===== src/rtl/multicycle_control_fsm_if.sv =====
// multicycle_control_fsm_if: opcode/memory handshake in, datapath controls and status out
interface multicycle_control_fsm_if;
    logic [5:0]  opcode;
    logic        mem_ready;
    logic        PCWrite, PCWriteCond, IorD, MemRead, MemWrite, IRWrite;
    logic        MemToReg, RegDst, RegWrite, ALUSrcA;
    logic [1:0]  ALUSrcB, ALUOp, PCSource;
    logic [3:0]  state;
    logic        retire;
    logic [31:0] instr_count;
    logic        illegal;
    modport master (
        output opcode, mem_ready,
        input  PCWrite, PCWriteCond, IorD, MemRead, MemWrite, IRWrite,
        input  MemToReg, RegDst, RegWrite, ALUSrcA, ALUSrcB, ALUOp, PCSource,
        input  state, retire, instr_count, illegal
    );
    modport slave (
        input  opcode, mem_ready,
        output PCWrite, PCWriteCond, IorD, MemRead, MemWrite, IRWrite,
        output MemToReg, RegDst, RegWrite, ALUSrcA, ALUSrcB, ALUOp, PCSource,
        output state, retire, instr_count, illegal
    );
endinterface


===== src/rtl/multicycle_control_fsm.sv =====
// multicycle_control_fsm: multi-cycle MIPS sequencer with retire counter and illegal-opcode trap
module multicycle_control_fsm (
    input logic clk,
    input logic reset,
    multicycle_control_fsm_if.slave bus
);
    typedef enum logic [3:0] {
        IDLE = 4'd0, FETCH = 4'd1, DECODE = 4'd2, MEMADR = 4'd3, MEMRD = 4'd4,
        MEMWB = 4'd5, MEMWR = 4'd6, EXEC = 4'd7, RWB = 4'd8, BRANCH = 4'd9,
        ADDIEX = 4'd10, ADDIWB = 4'd11, JUMP = 4'd12, ILLEGAL = 4'd15
    } state_t;
    typedef struct packed {
        logic       pcw, pcwc, iord, memrd, memwr, m2r, regdst, regwr, srca;
        logic [1:0] srcb, aluop, pcsrc;
    } ctrl_t;
    localparam logic [5:0] OP_R = 6'b000000, OP_LW = 6'b100011, OP_SW = 6'b101011;
    localparam logic [5:0] OP_BEQ = 6'b000100, OP_ADDI = 6'b001000, OP_J = 6'b000010;
    state_t      st, nx;
    ctrl_t       c;
    logic        ret_q, ill, retire_w;
    logic [31:0] count;
    function automatic ctrl_t moore(state_t s);
        ctrl_t o;
        o = '0;
        case (s)
            FETCH:   begin o.memrd = 1'b1; o.srcb = 2'b01; end
            DECODE:  o.srcb = 2'b11;
            MEMADR:  begin o.srca = 1'b1; o.srcb = 2'b10; end
            MEMRD:   begin o.memrd = 1'b1; o.iord = 1'b1; end
            MEMWB:   begin o.regwr = 1'b1; o.m2r = 1'b1; end
            MEMWR:   begin o.memwr = 1'b1; o.iord = 1'b1; end
            EXEC:    begin o.srca = 1'b1; o.aluop = 2'b10; end
            RWB:     begin o.regwr = 1'b1; o.regdst = 1'b1; end
            BRANCH:  begin o.srca = 1'b1; o.aluop = 2'b01; o.pcwc = 1'b1; o.pcsrc = 2'b01; end
            ADDIEX:  begin o.srca = 1'b1; o.srcb = 2'b10; end
            ADDIWB:  o.regwr = 1'b1;
            JUMP:    begin o.pcw = 1'b1; o.pcsrc = 2'b10; end
            default: o = '0;
        endcase
        return o;
    endfunction
    always_comb begin
        nx = IDLE;
        case (st)
            IDLE:    nx = FETCH;
            FETCH:   nx = bus.mem_ready ? DECODE : FETCH;
            DECODE:
                case (bus.opcode)
                    OP_LW, OP_SW: nx = MEMADR;
                    OP_R:         nx = EXEC;
                    OP_BEQ:       nx = BRANCH;
                    OP_ADDI:      nx = ADDIEX;
                    OP_J:         nx = JUMP;
                    default:      nx = ILLEGAL;
                endcase
            MEMADR:  nx = bus.opcode == OP_SW ? MEMWR : MEMRD;
            MEMRD:   nx = bus.mem_ready ? MEMWB : MEMRD;
            MEMWR:   nx = bus.mem_ready ? FETCH : MEMWR;
            EXEC:    nx = RWB;
            ADDIEX:  nx = ADDIWB;
            MEMWB, RWB, BRANCH, ADDIWB, JUMP: nx = FETCH;
            ILLEGAL: nx = ILLEGAL;
            default: nx = IDLE;
        endcase
    end
    // a store retires on the cycle memory accepts it, so that term stays combinational
    assign retire_w = ret_q | (st == MEMWR && bus.mem_ready);
    always_ff @(posedge clk) begin
        if (reset) begin
            st    <= IDLE;
            c     <= '0;
            ret_q <= 1'b0;
            ill   <= 1'b0;
            count <= '0;
        end else begin
            st    <= nx;
            c     <= moore(nx);
            ret_q <= nx inside {MEMWB, RWB, BRANCH, ADDIWB, JUMP};
            ill   <= ill | (nx == ILLEGAL);
            count <= count + 32'(retire_w);
        end
    end
    always_comb begin
        bus.PCWrite     = c.pcw | (st == FETCH && bus.mem_ready);
        bus.IRWrite     = st == FETCH && bus.mem_ready;
        bus.PCWriteCond = c.pcwc;
        bus.IorD        = c.iord;
        bus.MemRead     = c.memrd;
        bus.MemWrite    = c.memwr;
        bus.MemToReg    = c.m2r;
        bus.RegDst      = c.regdst;
        bus.RegWrite    = c.regwr;
        bus.ALUSrcA     = c.srca;
        bus.ALUSrcB     = c.srcb;
        bus.ALUOp       = c.aluop;
        bus.PCSource    = c.pcsrc;
        bus.state       = st;
        bus.retire      = retire_w;
        bus.instr_count = count;
        bus.illegal     = ill;
    end
endmodule


===== src/flat_wrapper.sv =====
// flat-port wrapper written by rule: the top's interface ports become plain ports
module multicycle_control_fsm_flat 
  (clk, reset, bus_opcode, bus_mem_ready, bus_PCWrite, bus_PCWriteCond, bus_IorD, bus_MemRead, bus_MemWrite, bus_IRWrite, bus_MemToReg, bus_RegDst, bus_RegWrite, bus_ALUSrcA, bus_ALUSrcB, bus_ALUOp, bus_PCSource, bus_state, bus_retire, bus_instr_count, bus_illegal);
  multicycle_control_fsm_if bus_i ();
  input logic clk;
  input logic reset;
  input wire logic [$bits(bus_i.opcode)-1:0] bus_opcode;
  input wire logic [$bits(bus_i.mem_ready)-1:0] bus_mem_ready;
  output wire logic [$bits(bus_i.PCWrite)-1:0] bus_PCWrite;
  output wire logic [$bits(bus_i.PCWriteCond)-1:0] bus_PCWriteCond;
  output wire logic [$bits(bus_i.IorD)-1:0] bus_IorD;
  output wire logic [$bits(bus_i.MemRead)-1:0] bus_MemRead;
  output wire logic [$bits(bus_i.MemWrite)-1:0] bus_MemWrite;
  output wire logic [$bits(bus_i.IRWrite)-1:0] bus_IRWrite;
  output wire logic [$bits(bus_i.MemToReg)-1:0] bus_MemToReg;
  output wire logic [$bits(bus_i.RegDst)-1:0] bus_RegDst;
  output wire logic [$bits(bus_i.RegWrite)-1:0] bus_RegWrite;
  output wire logic [$bits(bus_i.ALUSrcA)-1:0] bus_ALUSrcA;
  output wire logic [$bits(bus_i.ALUSrcB)-1:0] bus_ALUSrcB;
  output wire logic [$bits(bus_i.ALUOp)-1:0] bus_ALUOp;
  output wire logic [$bits(bus_i.PCSource)-1:0] bus_PCSource;
  output wire logic [$bits(bus_i.state)-1:0] bus_state;
  output wire logic [$bits(bus_i.retire)-1:0] bus_retire;
  output wire logic [$bits(bus_i.instr_count)-1:0] bus_instr_count;
  output wire logic [$bits(bus_i.illegal)-1:0] bus_illegal;
  assign bus_i.opcode = bus_opcode;
  assign bus_i.mem_ready = bus_mem_ready;
  assign bus_PCWrite = bus_i.PCWrite;
  assign bus_PCWriteCond = bus_i.PCWriteCond;
  assign bus_IorD = bus_i.IorD;
  assign bus_MemRead = bus_i.MemRead;
  assign bus_MemWrite = bus_i.MemWrite;
  assign bus_IRWrite = bus_i.IRWrite;
  assign bus_MemToReg = bus_i.MemToReg;
  assign bus_RegDst = bus_i.RegDst;
  assign bus_RegWrite = bus_i.RegWrite;
  assign bus_ALUSrcA = bus_i.ALUSrcA;
  assign bus_ALUSrcB = bus_i.ALUSrcB;
  assign bus_ALUOp = bus_i.ALUOp;
  assign bus_PCSource = bus_i.PCSource;
  assign bus_state = bus_i.state;
  assign bus_retire = bus_i.retire;
  assign bus_instr_count = bus_i.instr_count;
  assign bus_illegal = bus_i.illegal;
  multicycle_control_fsm u_core (.clk(clk), .reset(reset), .bus(bus_i));
endmodule

===== config.mk =====
export PLATFORM = sky130hd
export DESIGN_NAME = multicycle_control_fsm_flat
export DESIGN_NICKNAME = d
export VERILOG_FILES = /design/src/rtl/multicycle_control_fsm_if.sv /design/src/rtl/multicycle_control_fsm.sv /design/src/flat_wrapper.sv
export SDC_FILE = /design/constraint.sdc
export NUM_CORES = 1
export LEC_CHECK = 0
export CAP_MARGIN = 25
export CORE_ASPECT_RATIO = 1.75
export CORE_UTILIZATION = 45
export DETAILED_ROUTE_END_ITERATION = 8
export PLACE_DENSITY = 0.75
export SETUP_SLACK_MARGIN = 0.5
export SYNTH_ARGS = -nofsm -noshare
export SYNTH_HDL_FRONTEND = slang
export SYNTH_SLANG_ARGS = --single-unit

===== constraint.sdc =====
create_clock -name clk -period 2.65 [get_ports clk]
set_input_delay 0.3975 -clock clk [delete_from_list [all_inputs] [get_ports clk]]
set_output_delay 0.3975 -clock clk [all_outputs]
set_load 0.03 [all_outputs]

==> results of run 1 <==
==> flip-flops by register name, summed over array words and instances, names as in the netlist <==
signal	flops
u_core.ret_q	1
u_core.bus.RegWrite	1
u_core.bus.ALUSrcA	1
u_core.bus.ALUOp	1
u_core.bus.IorD	1
u_core.bus.illegal	1
u_core.bus.MemRead	1
u_core.bus.MemToReg	1
u_core.bus.instr_count	32
u_core.bus.RegDst	1
u_core.c	1
u_core.bus.PCSource	2
u_core.bus.MemWrite	1
u_core.bus.state	4
u_core.bus.ALUSrcB	2
==> layout make-up <==
type / instances / share of cell area [%]
clock inverter: 3 / 0.901
clock buffer: 5 / 2.15
inverter: 3 / 0.353
sequential: 51 / 32.4
tap: 54 / 2.12
multi-input combinational: 193 / 40.9
timing repair buffer: 70 / 21.1
==> per-layer routing <==
layer | up-vias | share of wire (%) | track usage [%]
met1 | 1005 | 39 | 20.7
met4 | 0 | 1.8 | 9.38
met5 | - | 0 | 0
met3 | 8 | 4.3 | 3.99
met2 | 59 | 55 | 37.6
li1 | 1032 | - | -
==> worst max-delay path, stage by stage <==
cell and delay (ns):
clkdlybuf4s50_1 0.42, or4_4 0.55, o41a_1 0.41, and2_4 0.22
xnor2_2 0.14, a31o_1 0.21
==> cells in the final DEF (no fill, tap or decap), drive strengths merged, types with 2 or more instances in the layout <==
| cell | n |
|---|---|
| inv | 4 |
| clkdlybuf4s50 | 57 |
| and4 | 3 |
| xnor2 | 5 |
| or3 | 9 |
| ha | 2 |
| o21ai | 8 |
| dlygate4sd2 | 3 |
| and3b | 2 |
| clkinv | 2 |
| or2 | 2 |
| clkbuf | 6 |
| buf | 8 |
| nand2 | 18 |
| nand3 | 17 |
| o21bai | 2 |
| dfxtp | 51 |
| and2 | 4 |
| nor3 | 7 |
| a21oi | 9 |
| nor4 | 10 |
| nand4 | 9 |
| nor2 | 36 |
| xor2 | 23 |
| nor2b | 3 |
| a311oi | 2 |
| and3 | 6 |
==> logic make-up after synthesis <==
| family | Yosys count | share of synthesized area (%) |
|---|---|---|
| AO/OA/AOI/OAI | 32 | 9.19 |
| XOR/XNOR | 28 | 10.8 |
| adder cells (fa/ha/maj) | 2 | 1.07 |
| buffers and inverters | 21 | 5.29 |
| flip-flops | 51 | 43.6 |
| AND/OR/NAND/NOR | 131 | 30.0 |
==> worst max-delay path by stage <==
stage | cells past startpoint | endpoint | slack [ns] | startpoint
2_1_floorplan | 9 | u_core.bus.instr_count[21] | 0.49 | u_core.bus.state[3]
3_3_place_gp | 5 | bus_PCWrite | 0.10 | bus_mem_ready
3_5_place_dp | 8 | u_core.bus.instr_count[23] | 0.07 | bus_mem_ready
4_1_cts | 6 | u_core.bus.RegWrite | 0.50 | bus_opcode[3]
5_1_grt | 6 | u_core.bus.RegWrite | 0.43 | bus_opcode[3]
6_report | 6 | u_core.bus.RegWrite | 0.51 | bus_opcode[2]
==> per-stage QoR <==
step	utilization, %	setup slack [ns]	area [um2]
after global placement	60.8	0.101	3030
after global routing	64.2	0.428	3190
after floorplan	-	0.487	2430
final	64.2	0.510	3190
after detailed placement	60.8	0.0749	3030
after CTS	63.0	0.503	3130
==> what timing repair did <==
action | in CTS | in global routing
pin swaps | 1 | 4
setup endpoints to repair | 21 | 18
buffers inserted | 1 | 1
gates resized for setup | 5 | 13
==> power by group <==
part / leakage, nW / internal (mW) / switching, mW / total [mW]
sequential: 0.415 / 0.793 / 0.0260 / 0.819
combinational: 0.696 / 0.137 / 0.181 / 0.318
clock: 0.0502 / 0.196 / 0.278 / 0.474
==> flow_summary.json, run 1 <==
{
  "gp_congestion": 0.820,
  "period_share_pct": 80.8,
  "period_needed_ns": 2.14,
  "synthArstFlopShare_pct": 0,
  "n_fill_cell": 435,
  "viasPerCell": 5.55,
  "synth_area_um2": 2340,
  "clk_pin_slew_ns": 0.11,
  "ys_warn_count": 0,
  "dp_hpwl_um": 3810,
  "min_to": "u_core.bus.illegal",
  "drt-total-wl_um": 5400,
  "layout-drive-gt1-share_pct": 14.5,
  "cts_max_level": 2,
  "drv_cap": 0,
  "tightest_slew_ns": 0.529,
  "max_slew_margin_pct": 64.5,
  "dr.pass1.iters": 4,
  "synth_most_common_cell": "dfxtp_1",
  "avgSynthCellArea_um2": 8.83,
  "vdd_drop_max_uv": 550,
  "final_hold_viol_count": 0,
  "power_leakage_nw": 1.16,
  "coreArea_um2": 4980,
  "setup_viol_count_final": 0,
  "synth_top_area_cell": "dfxtp_1",
  "ys_types": 45,
  "drv_slew": 0,
  "wire_per_inst_um": 14.3,
  "nets": 335,
  "status": "finished clean",
  "ant_nets": 0,
  "syn_inst": 265,
  "grt.total_usage_pct": 20.2,
  "multiInputGateArea_um2": 1310,
  "hold_depth": 1,
  "cts_buffer_depth": 2,
  "worstReg2RegStart": "u_core.bus.state[0]",
  "synth.area.top_cells": "dfxtp_1, xor2_1, nor2_1, nand3_1, nand2_1",
  "std_cell_rows": 34,
  "max_freq_mhz": 467,
  "fin_skew_ns": 0.0163,
  "cp.arrival_ns": 2.36,
  "timing.reg2reg.setup_slack_ns": 0.55,
  "syn_nets": 276,
  "rsz0062_at_grt": "true",
  "p_per_area_nw_per_um2": 504,
  "reg2reg_depth": 8,
  "cts_buffers": 5,
  "synthFlopType": "dfxtp_1",
  "area_growth_pct": 36.5,
  "port_buffers": 62,
  "floorplan.die_area_um2": 5510,
  "cts_tree": "yes",
  "reg2reg_to": "u_core.bus.instr_count[23]",
  "die_w_um": 56.5,
  "grt_overflow": 0,
  "power.total_mw": 1.61,
  "cts_hold_buf": 0,
  "grt_max_degree": 22,
  "ys_ff_latch": 51,
  "antenna_found_initial": 0,
  "synthTopCellsByCount": "dfxtp_1, nor2_1, xor2_1",
  "drc": 0,
  "synth-edff-count": 0,
  "cts_sinks": 51,
  "fin_tns_setup_ns": 0,
  "final-instance-count-excl-fill": 379,
  "grt_pass1_vias": 1978,
  "dr_total_vias": 2104,
  "dieHeight_um": 97.4,
  "critPathLaunchType": "primary input",
  "hold_path.class": "reg2reg",
  "worstSetupEndpointType": "flip-flop",
  "yosysSeqAreaShare_pct": 43.6,
  "antenna_cells": 0,
  "worstHoldStart": "u_core.bus.illegal",
  "dp.cells": 369,
  "grt_pass1_wl_um": 8950,
  "worstPathMaxFanout": 7,
  "dr.first_iter.drc_count": 66,
  "cts_root_buf": "clkbuf_8",
  "hold_slack_ns": 0.496,
  "start_util_pct": 47.0,
  "io_pins": 63,
  "worst_ep_required_time_ns": 2.87,
  "seq_area_um2": 1040,
  "synth.top_cell.area_share_pct": 43.6,
  "clock_latency_ns": 0.32,
  "criticalPathCategory": "in2reg"
}
Note: power is estimated with default switching activity, not from simulation.
==> run 2: changes to the inputs <==
==> constraint.sdc (replaced) <==
create_clock -name clk -period 2.2 [get_ports clk]
set_input_delay 0.33 -clock clk [delete_from_list [all_inputs] [get_ports clk]]
set_output_delay 0.33 -clock clk [all_outputs]
set_load 0.03 [all_outputs]
==> run 2 against run 1 <==
Core utilization grew 10 points. Sequential share of layout area down 4.5 points. Register-to-register slack got worse by 0.36 ns. Non-clock buffer count up 40. Combinational power is 62% higher. Power increased by 41%. Critical path type is now reg2reg.
==> flow_summary.json, run 2 (same netlist as run 1, synthesis figures left out) <==
{
  "status": "finished clean",
  "grt_pass1_wl_um": 10200,
  "wire_per_inst_um": 14.9,
  "io_pins": 63,
  "vdd_drop_max_uv": 829,
  "antenna_found_initial": 0,
  "cp.arrival_ns": 2.22,
  "dp_hpwl_um": 4250,
  "gp_congestion": 0.889,
  "fin_tns_setup_ns": 0,
  "largest_register_ffs": 32,
  "cts_root_buf": "clkbuf_8",
  "tightest_slew_ns": 0.355,
  "drc": 0,
  "grt_pass1_vias": 2264,
  "post-place-ws_ns": -0.249,
  "drv_cap": 0,
  "power.total_mw": 2.27,
  "rsz0062_at_grt": "true",
  "cts_buffer_depth": 2,
  "worst_ep_required_time_ns": 2.41,
  "drv_slew": 0,
  "cts_tree": "yes",
  "area_growth_pct": 58.7,
  "dieHeight_um": 97.4,
  "hold_path.class": "reg2reg",
  "worstPathCellList": "nand2b_4, or4_4, o41a_1, and2_4, xnor2_4, a31o_1",
  "coreArea_um2": 4980,
  "cts_max_level": 2,
  "max_freq_mhz": 496,
  "grt_overflow": 0,
  "die_w_um": 56.5,
  "final_hold_viol_count": 0,
  "final_util_pct": 74.6,
  "grt_max_degree": 34,
  "crit_family": "simple AND/OR/NAND/NOR gates",
  "n_fill_cell": 385,
  "criticalPathCategory": "reg2reg",
  "layout_setup_ws_ns": 0.185,
  "final_cell_mix": "dfxtp_1, buf_4, dlygate4sd2_1",
  "seq_area_um2": 1040,
  "critPathMaxStageDelay_ns": 0.42,
  "dr.first_iter.drc_count": 90,
  "p_per_area_nw_per_um2": 611,
  "critPathLaunchType": "flip-flop",
  "ant_nets": 0,
  "viasPerCell": 5.47,
  "max_slew_margin_pct": 76.4,
  "final-instance-count-excl-fill": 419,
  "start_util_pct": 47.0,
  "setup_viol_count_final": 0,
  "fin_skew_ns": 0.0113,
  "cts_sinks": 51,
  "dp.cells": 392,
  "grt.total_usage_pct": 23.4,
  "worstPathMaxFanout": 6,
  "dr_total_vias": 2294,
  "clk_pin_slew_ns": 0.10,
  "power_leakage_nw": 1.70,
  "path_buf_inv": 0,
  "antenna_cells": 0,
  "floorplan.die_area_um2": 5510,
  "period_share_pct": 91.6,
  "dr.pass1.iters": 4,
  "drt-total-wl_um": 6250,
  "layout_commonest_cell": "dfxtp_1",
  "worstSetupEndpointType": "flip-flop",
  "layout-drive-gt1-share_pct": 32.9,
  "cts_buffers": 5,
  "std_cell_rows": 34,
  "period_needed_ns": 2.01,
  "multiInputGateArea_um2": 1490,
  "cts_hold_buf": 0,
  "cp_slowest_cell": "or4_4",
  "nets": 375,
  "port_buffers": 62,
  "clock_latency_ns": 0.30
}
## run 2: cell count changes in the layout (fill, tap and decap cells not counted), sizes merged
cell,delta
dlymetal6s2s,+5
clkdlybuf4s50,-42
buf,+43
bufinv,+2
clkinv,-2
dlygate4sd2,+35
clkbuf,-1
## run 2: worst min-delay path, stage by stage (launching register included)
cell     delay [ns]
dfxtp_1        0.35
o21ai_0        0.08
a21oi_1        0.06
## run 2: metal layers
metal / GRT usage, % / routed length, um
met4: 12.6 / 246
met2: 45.5 / 3480
met3: 3.60 / 255
met1: 22.1 / 2270
met5: 0 / 0
## run 2: cell type report
cell class	instances	area share, %
clock inverters	3	1.92
clock buffers	5	1.85
multi-input cells	193	40.2
well taps	54	1.82
repair buffers	110	26.0
inverters	3	0.303
flip-flops and latches	51	27.9
## run 2: worst paths after layout
path	start	endpoint	slack [ns]	depth (start not counted)
max	u_core.bus.state[2]	u_core.bus.RegWrite	0.19	6
min	u_core.bus.instr_count[13]	u_core.bus.instr_count[13]	0.53	2
max reg2reg	u_core.bus.state[2]	u_core.bus.RegWrite	0.19	6
min reg2reg	u_core.bus.instr_count[13]	u_core.bus.instr_count[13]	0.53	2
## run 2: stage by stage
step	hold WS (ns)	instance area (um2)
finish	0.531	3710
floorplan	0.532	2470
detailed placement	0.524	3230
global placement	0.500	3230
CTS	0.533	3560
global route	0.570	3710
## run 2: report_power, final
group	switching (mW)	internal (mW)	leakage, nW
registers	0.0237	0.955	0.415
clock network	0.316	0.461	0.0703
logic	0.278	0.236	1.21
total	0.617	1.65	1.70
## run 2: repair_timing
item                                    in CTS  in global routing
endpoints found under the hold margin        0                  0
endpoints found under the setup margin      82                 52
resized for setup                           64                 37
pin swaps                                    8                 12
buffers inserted                            17                  2
==> run 3: changes to the inputs <==
--- a/config.mk
+++ b/config.mk
@@ -8,6 +8,7 @@
 export CAP_MARGIN = 25
 export CORE_ASPECT_RATIO = 1.75
 export CORE_UTILIZATION = 45
+export CTS_CLUSTER_DIAMETER = 60
 export DETAILED_ROUTE_END_ITERATION = 8
 export PLACE_DENSITY = 0.75
 export SETUP_SLACK_MARGIN = 0.5
==> results of run 3 <==
No change in the layout: final DEF, timing and power equal those of run 2.
